### config.mk
export PLATFORM = sky130hd
export DESIGN_NAME = multicycle_controller
export DESIGN_NICKNAME = d
export VERILOG_FILES = /design/src/rtl/multicycle_controller.sv
export SDC_FILE = /design/constraint.sdc
export NUM_CORES = 1
export LEC_CHECK = 0
export CORE_AREA = 2 2 39 41
export CTS_CLUSTER_SIZE = 16
export DETAILED_ROUTE_END_ITERATION = 12
export DIE_AREA = 0 0 41 43
export DONT_BUFFER_PORTS = 1
export PLACE_DENSITY = 0.74
export SETUP_SLACK_MARGIN = 0.1
export SKIP_LAST_GASP = 1
export SYNTH_ARGS = -nofsm -noshare
export SYNTH_HDL_FRONTEND = slang
export SYNTH_SLANG_ARGS = --single-unit
### constraint.sdc
create_clock -name clk -period 5.55 [get_ports clk]
set_clock_uncertainty 0.2 [all_clocks]
set_input_delay 1.11 -clock clk [delete_from_list [all_inputs] [get_ports clk]]
set_output_delay 1.11 -clock clk [all_outputs]
set_load 0.01 [all_outputs]
### src/rtl/multicycle_controller.sv
// Multicycle MIPS control FSM: sequences fetch/decode/execute/memory/writeback
// and drives the shared memory port, ALU muxes, PC and register-file enables.
module multicycle_controller #(
  parameter int unsigned STATE_W = 4
) (
  input  logic               clk,
  input  logic               reset,
  input  logic [5:0]         op,
  input  logic [5:0]         funct,
  input  logic               zero,
  input  logic               mem_ready,
  output logic               iord,
  output logic               memwrite,
  output logic               irwrite,
  output logic               pcen,
  output logic               regdst,
  output logic               memtoreg,
  output logic               regwrite,
  output logic               alusrca,
  output logic [1:0]         alusrcb,
  output logic [1:0]         pcsrc,
  output logic [2:0]         alucontrol,
  output logic               instr_done,
  output logic               illegal_op,
  output logic [STATE_W-1:0] dbg_state
);

  localparam logic [STATE_W-1:0] FETCH   = STATE_W'(0);
  localparam logic [STATE_W-1:0] DECODE  = STATE_W'(1);
  localparam logic [STATE_W-1:0] MEMADR  = STATE_W'(2);
  localparam logic [STATE_W-1:0] MEMRD   = STATE_W'(3);
  localparam logic [STATE_W-1:0] MEMWB   = STATE_W'(4);
  localparam logic [STATE_W-1:0] MEMWR   = STATE_W'(5);
  localparam logic [STATE_W-1:0] EXECUTE = STATE_W'(6);
  localparam logic [STATE_W-1:0] ALUWB   = STATE_W'(7);
  localparam logic [STATE_W-1:0] BRANCH  = STATE_W'(8);
  localparam logic [STATE_W-1:0] ADDIEX  = STATE_W'(9);
  localparam logic [STATE_W-1:0] ADDIWB  = STATE_W'(10);
  localparam logic [STATE_W-1:0] JUMP    = STATE_W'(11);

  localparam logic [5:0] OP_RTYPE = 6'b000000;
  localparam logic [5:0] OP_LW    = 6'b100011;
  localparam logic [5:0] OP_SW    = 6'b101011;
  localparam logic [5:0] OP_BEQ   = 6'b000100;
  localparam logic [5:0] OP_ADDI  = 6'b001000;
  localparam logic [5:0] OP_J     = 6'b000010;

  localparam logic [2:0] ALU_AND = 3'b000;
  localparam logic [2:0] ALU_OR  = 3'b001;
  localparam logic [2:0] ALU_ADD = 3'b010;
  localparam logic [2:0] ALU_SUB = 3'b110;
  localparam logic [2:0] ALU_SLT = 3'b111;

  logic [STATE_W-1:0] state;
  logic [STATE_W-1:0] next_state;

  // State register; reset drops any in-flight instruction back to fetch.
  always_ff @(posedge clk or negedge reset) begin
    if (!reset) state <= FETCH;
    else        state <= next_state;
  end

  // Next-state and Moore outputs; write strobes are masked while in reset.
  always_comb begin
    next_state = FETCH;
    iord       = 1'b0;
    memwrite   = 1'b0;
    irwrite    = 1'b0;
    pcen       = 1'b0;
    regdst     = 1'b0;
    memtoreg   = 1'b0;
    regwrite   = 1'b0;
    alusrca    = 1'b0;
    alusrcb    = 2'b00;
    pcsrc      = 2'b00;
    alucontrol = ALU_ADD;
    instr_done = 1'b0;
    illegal_op = 1'b0;

    case (state)
      FETCH: begin
        alusrcb    = 2'b01;
        irwrite    = mem_ready;
        pcen       = mem_ready;
        next_state = mem_ready ? DECODE : FETCH;
      end
      DECODE: begin
        alusrcb = 2'b11;
        case (op)
          OP_LW, OP_SW: next_state = MEMADR;
          OP_RTYPE:     next_state = EXECUTE;
          OP_BEQ:       next_state = BRANCH;
          OP_ADDI:      next_state = ADDIEX;
          OP_J:         next_state = JUMP;
          default: begin
            next_state = FETCH;
            illegal_op = 1'b1;
            instr_done = 1'b1;
          end
        endcase
      end
      MEMADR: begin
        alusrca    = 1'b1;
        alusrcb    = 2'b10;
        next_state = (op == OP_LW) ? MEMRD : MEMWR;
      end
      MEMRD: begin
        iord       = 1'b1;
        next_state = mem_ready ? MEMWB : MEMRD;
      end
      MEMWB: begin
        memtoreg   = 1'b1;
        regwrite   = 1'b1;
        instr_done = 1'b1;
      end
      MEMWR: begin
        iord       = 1'b1;
        memwrite   = 1'b1;
        instr_done = mem_ready;
        next_state = mem_ready ? FETCH : MEMWR;
      end
      EXECUTE: begin
        alusrca    = 1'b1;
        next_state = ALUWB;
        case (funct)
          6'b100000: alucontrol = ALU_ADD;
          6'b100010: alucontrol = ALU_SUB;
          6'b100100: alucontrol = ALU_AND;
          6'b100101: alucontrol = ALU_OR;
          6'b101010: alucontrol = ALU_SLT;
          default: begin
            next_state = FETCH;
            illegal_op = 1'b1;
            instr_done = 1'b1;
          end
        endcase
      end
      ALUWB: begin
        regdst     = 1'b1;
        regwrite   = 1'b1;
        instr_done = 1'b1;
      end
      BRANCH: begin
        alusrca    = 1'b1;
        alucontrol = ALU_SUB;
        pcsrc      = 2'b01;
        pcen       = zero;
        instr_done = 1'b1;
      end
      ADDIEX: begin
        alusrca    = 1'b1;
        alusrcb    = 2'b10;
        next_state = ADDIWB;
      end
      ADDIWB: begin
        regwrite   = 1'b1;
        instr_done = 1'b1;
      end
      JUMP: begin
        pcsrc      = 2'b10;
        pcen       = 1'b1;
        instr_done = 1'b1;
      end
      default: next_state = FETCH;
    endcase

    if (!reset) begin
      irwrite    = 1'b0;
      pcen       = 1'b0;
      regwrite   = 1'b0;
      memwrite   = 1'b0;
      instr_done = 1'b0;
      illegal_op = 1'b0;
    end
  end

  assign dbg_state = state;

endmodule

== Yosys cells after proc, flatten, opt, wreduce, memory -nomap -nowiden ==
Cells that the tools add are included.

* Logic and storage cells: 61
* Input bits: 16
* Register bits: 4
* Output and inout port bits: 21

* Reduce and logical (&&, ||, !) cells: 10
* Muxes and demuxes: 29
* Eq/ne operators: 21

{| class="wikitable"
|+ Operator list
! cell !! count
|-
| $eq A6 B6 Y1 const B || 7
|-
| $pmux W4 S7 || 1
|-
| $pmux W4 S5 || 1
|-
| $eq A4 B3 Y1 const B || 4
|-
| $eq A4 B4 Y1 const B || 4
|-
| $mux W1 || 16
|-
| $mux W3 || 4
|-
| $pmux W3 S4 || 1
|-
| $reduce_or A5 Y1 || 2
|-
| $eq A4 B2 Y1 const B || 2
|-
| $eq A6 B2 Y1 const B || 1
|-
| $eq A6 B3 Y1 const B || 1
|-
| $eq A6 B4 Y1 const B || 1
|-
| $logic_not A6 Y1 || 1
|-
| $pmux W2 S3 || 1
|-
| $pmux W3 S2 || 1
|-
| $reduce_or A2 Y1 || 3
|-
| $reduce_or A6 Y1 || 1
|-
| $eq A4 B1 Y1 const B || 1
|-
| $logic_not A4 Y1 || 1
|-
| $pmux W1 S4 || 1
|-
| $pmux W2 S2 || 1
|-
| $reduce_or A4 Y1 || 1
|-
| $pmux W1 S3 || 1
|-
| other kinds (2) || 2
|}

== Logic depth before layout (Yosys ltp) ==
Gate-level depths: netlist of run 1.

* Depth in word-level cells: 5
* Depth in mapped cells: 5
* Gate-level depth less buffers: 4

== Worst setup path before layout of run 1 ==
No wires, ideal clock.

* Path kind: in2out
* Start point: input funct[4]
* End point: output alucontrol[1]
* Data arrival time: 2.104 ns
* Setup slack: 2.136 ns
* Stages: 3
* Data required time: 4.240 ns
* Buffers on the path: 0
* Cell sequence: nand2b_1 or2_2 or4b_1

* Cells in the longest elaborated chain, start to end: 3
* Elaborated cells between the ends (all ways): 6
* Those cells by class: eq/ne (4); mux (2)

{| class="wikitable"
|+ Ends and longest elaborated chain
! element !! RTL line !! RTL
|-
| from (decl) || 9 || <nowiki>input logic [5:0] funct,</nowiki>
|-
| $eq A6 B6 Y1 || 125 || <nowiki>case (funct)</nowiki>
|-
| $pmux W3 S4 * || 125 ||
|-
| $pmux W3 S2 * || 80 || <nowiki>case (state)</nowiki>
|-
| to (decl) || 22 || <nowiki>output logic [2:0] alucontrol,</nowiki>
|}

Every way passes the cells marked *; elsewhere a longest branch is shown, timed or not.

== Worst setup path in the final report of run 1 ==
Ends and elaborated chain as after synthesis.

==> impl_metrics.csv, run 1 <==
group,metric,value,unit
run_status,status,"complete, no violations",
flow_run,drv_cap,0,
synthesis,synth-seq-cells,4,
die,fp.coreArea,1380,µm²
global_routing,grt-ovfl-total,0,
clocking,htreeDepth,1,
pwr,pwr-share-seq,34.1,%
clocking,clock_path_buffers,2,
die,die_y,43,µm
pwr,power.combinational.fraction,33.0,%
die,placementRows,14,
route,viasPerCell,6.50,
synthesis,yosysMostFrequentCell,"nor2_1",
synthesis,synth_top_area_cell,"dfrtp_1",
synthesis,syn_avg_cell_area,7.01,µm²
global_routing,gr-usage-all-layers,20.2,%
min_path,hold_class,"in2async",
global_routing,antenna_found_initial,0,
route,ant_nets,0,
placement,portBuffers,0,
clocking,cts_buffers,3,
cells_and_area,regArea,100,µm²
route,wl_met3,125,µm
placement,gp_congestion,0.835,
clocking,cts_root_buf,"clkbuf_4",
sta,worst_pin_slew,517,ps
cells_and_area,final_cell_count_no_fill,106,
synthesis,async_reset_ff_share,100,%
route,num_vias,689,
critical_path,reg2reg_depth,4,
cells_and_area,nets,108,
route,drc,0,
route,routedWlPerCell,14.7,µm
cells_and_area,largest_register_ffs,4,
synthesis,syn_nets,107,
cells_and_area,final_core_util,48.0,%
sta,drv_slew,0,
synthesis,synthCells,91,
critical_path,critPathLaunch,"funct[4]",
critical_path,endpoint,"alucontrol[1]",
sta,slew_headroom,65.5,%
die,ios,37,
global_routing,grt_max_degree,17,
route,m1WireLength,590,µm
sta,max_freq,0.290,GHz
critical_path,worstPathArrival,2140,ps
sta,finalHoldViolCount,0,
global_routing,first_global_vias,580,
clocking,postCtsHoldBufs,0,
route,met2_length,812,µm
pwr,p_sw_share,39.3,%
synthesis,ys_top_cells_by_area,"dfrtp_1 (16%), nor2_1 (7.6%), nand2b_1 (6.9%), a21oi_1 (3.9%), nor2b_1 (3.9%)",
critical_path,r2r_setup_slack,3480,ps
critical_path,critical_path.max_fanout,5,
route,drt_wl_total,1560,µm
critical_path,worstPathRequired,4240,ps
synthesis,synth_top_area_share,15.7,%
cells_and_area,drive_gt1_share,10.0,%
critical_path,start_kind,"input port",
cells_and_area,area_growth,4.12,%
critical_path,timing.rr.end,"dbg_state[0]$_DFF_PN0_",
clocking,post-cts-setup-buffer-count,0,
sta,period_minus_slack,3450,ps
placement,dp_hpwl,1190,µm
clocking,clk_pin_slew,40,ps
clocking,clk-insertion-delay-late,250,ps
sta,rsz0062_at_grt,"no",
clocking,cts_sinks,4,
cells_and_area,fillCellCount,125,
critical_path,critPathKind,"in2out",
synthesis,synthDistinctLibCells,38,
cells_and_area,antennaDiodeCount,0,
critical_path,r2r_start,"dbg_state[2]$_DFF_PN0_",
pwr,intPower,74.3,µW
die,die-area,1760,µm²
pwr,ir_worst_vdd,88.0,µV
sta,finalCritPeriodShare,62.2,%
clocking,post_cts_resized,0,
placement,dpl.cell_count,103,
route,top_layer_used,"met4",
synthesis,netlist_area,638,µm²
synthesis,synth-edff-count,0,
route,initialDrtViolationCount,17,
sta,tns,0,ps
pwr,p_clk_share,32.9,%
pwr,p_per_area,184,nW/µm²
synthesis,yosys_warnings,0,
sta,setup_violations,0,
clocking,cts_tree,"yes",
synthesis,ys.flop_type,"dfrtp_1",
die,start_util,46.1,%
route,drtPass1Iterations,4,
sta,hold_ws,350,ps
die,die_x,41,µm
critical_path,cp-end-kind,"primary output",
pwr,power.switching,48.0,µW
pwr,leakagePower,0.238,nW
synthesis,synth-seq-area-share,15.7,%
cells_and_area,multiInputGateArea,522,µm²
synthesis,synth_common_cells,"nor2_1 (13), nand2b_1 (7), nand2_1 (6), a21oi_1 (5)",
global_routing,grt_pass1_wl,2470,µm
## metrics by stage
step	power (mW)	cell area, µm²	setup slack [ps]
5_1_grt	0.131	664	1990
6_report	0.122	664	2100
4_1_cts	0.122	664	2100
3_3_place_gp	0.0813	642	2120
3_5_place_dp	0.0819	642	2100
2_1_floorplan	0.0759	638	2140
## power by group through the flow
stage               Combinational (mW)  Sequential (mW)  Clock, mW
detailed placement              0.0401           0.0419          0
global route                    0.0456           0.0428     0.0421
floorplan                       0.0405           0.0354          0
global placement                0.0396           0.0417          0
finish                          0.0403           0.0416     0.0403
CTS                             0.0404           0.0416     0.0397
## worst max-delay path, cell delays in order
cell and delay (ps):
nand2b_1 180, or2_2 320, or4b_1 530
## layout by cell type (no fill, tap or decap), types with 2 or more instances in the layout
| cell | instances |
|---|---|
| or2_2 | 3 |
| nor4bb_1 | 2 |
| o21ai_0 | 4 |
| dfrtp_1 | 4 |
| o221ai_1 | 2 |
| nor2b_1 | 4 |
| or3_1 | 4 |
| nor2_1 | 13 |
| a21oi_1 | 5 |
| or4_1 | 2 |
| clkbuf_4 | 3 |
| nor3_1 | 4 |
| nand2b_1 | 7 |
| mux2i_1 | 2 |
| nand2_1 | 6 |
| o21a_1 | 2 |
| nor3b_1 | 3 |
## layer usage
layer  vias to the layer above  GRT usage, %
li1                        341             -
met1                       317          24.7
met2                        28          31.3
met3                         3          5.24
met4                         0          10.0
met5                         -             0
## worst min-delay path by stage
stage / endpoint / slack (ps) / cells past startpoint
CTS: dbg_state[1]$_DFF_PN0_ / 350 / 0
detailed placement: dbg_state[3]$_DFF_PN0_ / 610 / 0
global placement: dbg_state[2]$_DFF_PN0_ / 610 / 0
floorplan: dbg_state[1]$_DFF_PN0_ / 530 / 3
global route: dbg_state[1]$_DFF_PN0_ / 340 / 0
finish: dbg_state[1]$_DFF_PN0_ / 350 / 0
## logic make-up after synthesis
| group | share of synthesized area (%) |
|---|---|
| multiplexers | 4.90 |
| flip-flops | 15.7 |
| XOR/XNOR | 2.75 |
| AND/OR/NAND/NOR | 52.0 |
| AO/OA/AOI/OAI | 20.6 |
| adder cells (fa/ha/maj) | 1.57 |
| buffers and inverters | 2.55 |
## layout make-up
| cell class | instances | share of cell area (%) |
|---|---|---|
| clock buffer | 3 | 3.39 |
| multi-input combinational | 83 | 78.5 |
| sequential | 4 | 15.1 |
| tap | 16 | 3.01 |
Note: power is estimated with default switching activity, not from simulation.
==> run 2, diff against run 1 <==
Settings changed: PLACE_DENSITY 0.74 to 0.76.
Clock period 5.55 ns to 3.1 ns, I/O delays scaled along.
==> run 2 against run 1 <==
First-iteration DRC count decreased by 65%. Utilization rose by 2.4 points. Sequential power increased by 44%. Flip-flop and latch count is the same. Die area unchanged. Worst setup slack got worse by 1800 ps. Cell count up 3.8%. Global-route usage is 1.2 points lower. Via count shrank 2.5%. Largest cell class unchanged. Highest routed layer unchanged.
==> impl_metrics.csv, run 2 (synthesis gave the netlist of run 1 again) <==
group,metric,value,unit
run_status,status,"complete, no violations",
critical_path,start_kind,"flip-flop",
pwr,ir_worst_vdd,188,µV
global_routing,gr-usage-all-layers,19.1,%
sta,tns,0,ps
critical_path,worstPathArrival,2010,ps
placement,dp_hpwl,1180,µm
clocking,cts_root_buf,"clkbuf_4",
die,die_y,43,µm
route,drt_wl_total,1560,µm
clocking,cts_tree,"yes",
critical_path,cp_top_family,"simple AND/OR/NAND/NOR gates",
critical_path,r2r_setup_slack,1100,ps
route,drc,0,
route,routedWlPerCell,14.1,µm
cells_and_area,nets,112,
sta,max_freq,0.354,GHz
cells_and_area,final_cell_mix,"nor2_1 (13), nand2b_1 (7), nand2_1 (6), a21oi_1 (5)",
sta,rsz0062_at_grt,"no",
sta,finalHoldViolCount,0,
pwr,p_per_area,311,nW/µm²
clocking,htreeDepth,1,
cells_and_area,mostFrequentLayoutCell,"nor2_1",
pwr,leakagePower,0.258,nW
critical_path,critical_path.slowest_cell,"dfrtp_1",
die,die_x,41,µm
critical_path,cp-end-kind,"primary output",
die,ios,37,
die,placementRows,14,
sta,worst_pin_slew,454,ps
cells_and_area,finalInstanceArea,697,µm²
clocking,cts_sinks,4,
placement,dpl.cell_count,106,
critical_path,worstPathCellList,"and2b_1 -> nand2_1 -> or2_2 -> or4b_1",
global_routing,antenna_found_initial,0,
global_routing,grt_pass1_wl,2380,µm
critical_path,worst-path-buf-inv,0,
placement,post_dp_cell_area,664,µm²
route,viasPerCell,6.11,
critical_path,critical_path.max_fanout,15,
clocking,cts_buffers,3,
critical_path,critPathKind,"reg2out",
sta,slew_headroom,69.7,%
sta,setup_violations,0,
critical_path,slowest_delay,530,ps
global_routing,first_global_vias,609,
sta,finalCritPeriodShare,91.2,%
global_routing,grt-ovfl-total,0,
die,start_util,46.1,%
global_routing,grt_max_degree,16,
cells_and_area,fillCellCount,131,
min_path,hold_class,"in2reg",
cells_and_area,largest_register_ffs,4,
flow_run,drv_cap,0,
placement,gp_congestion,0.886,
clocking,clk_pin_slew,30,ps
cells_and_area,final_cell_count_no_fill,110,
die,die-area,1760,µm²
sta,period_minus_slack,2830,ps
sta,hold_ws,417,ps
route,num_vias,672,
sta,drv_slew,0,
cells_and_area,antennaDiodeCount,0,
clocking,post-cts-setup-buffer-count,0,
pwr,totalPowerFinal,217,µW
critical_path,worstPathRequired,2280,ps
die,fp.coreArea,1380,µm²
route,drtPass1Iterations,4,
cells_and_area,area_growth,9.22,%
route,initialDrtViolationCount,6,
placement,portBuffers,0,
clocking,clk-insertion-delay-late,230,ps
route,ant_nets,0,
cells_and_area,drive_gt1_share,12.8,%
clocking,clock_path_buffers,2,
==> run 2: worst reg2reg max path, cell delays in order (launching register included) <==
cell      delay (ps)
dfrtp_1          530
or2_2            380
or4_1            530
nand2b_1         180
o21ai_0           90
==> run 2: routing by layer <==
layer  routed length, µm  GRT usage [%]
met2                 767           28.4
met3                  83           2.62
met1                 670           24.9
met5                   0              0
met4                  33           11.3
==> run 2: layout make-up <==
class / count / area, µm² / share of cell area [%]
multi-input combinational: 83 / 522 / 74.9
sequential: 4 / 100 / 14.4
timing repair buffer: 4 / 32.5 / 4.67
clock buffer: 3 / 22.5 / 3.23
tap: 16 / 20.0 / 2.87
==> run 2: where the power goes <==
group | switching [mW] | internal, mW | total, mW
registers | 0.00325 | 0.0566 | 0.0598
logic | 0.0556 | 0.0385 | 0.0940
clock network | 0.0200 | 0.0432 | 0.0632
total | 0.0788 | 0.138 | 0.217
==> run 2: path summary, 6_finish.rpt <==
| kind | depth (start not counted) | end | startpoint |
|---|---|---|---|
| max | 4 | alucontrol[1] | dbg_state[3]$_DFF_PN0_ |
| min | 3 | dbg_state[3]$_DFF_PN0_ | op[3] |
| max reg2reg | 4 | dbg_state[0]$_DFF_PN0_ | dbg_state[3]$_DFF_PN0_ |
| min reg2reg | 3 | dbg_state[0]$_DFF_PN0_ | dbg_state[1]$_DFF_PN0_ |
| max in group asynchronous | 1 | dbg_state[3]$_DFF_PN0_ | reset |
| min in group asynchronous | 1 | dbg_state[1]$_DFF_PN0_ | reset |
==> run 2: timing repair <==
action	CTS	global route
hold buffers	1	0
gates resized for setup	0	0
endpoints found under the hold margin	4	0
==> run 2: stage by stage <==
stage          worst slack [ps]  util (%)
6_report                    274      50.4
3_5_place_dp                531      48.0
3_3_place_gp                564      48.0
2_1_floorplan               666         -
4_1_cts                     280      50.4
5_1_grt                     175      50.4
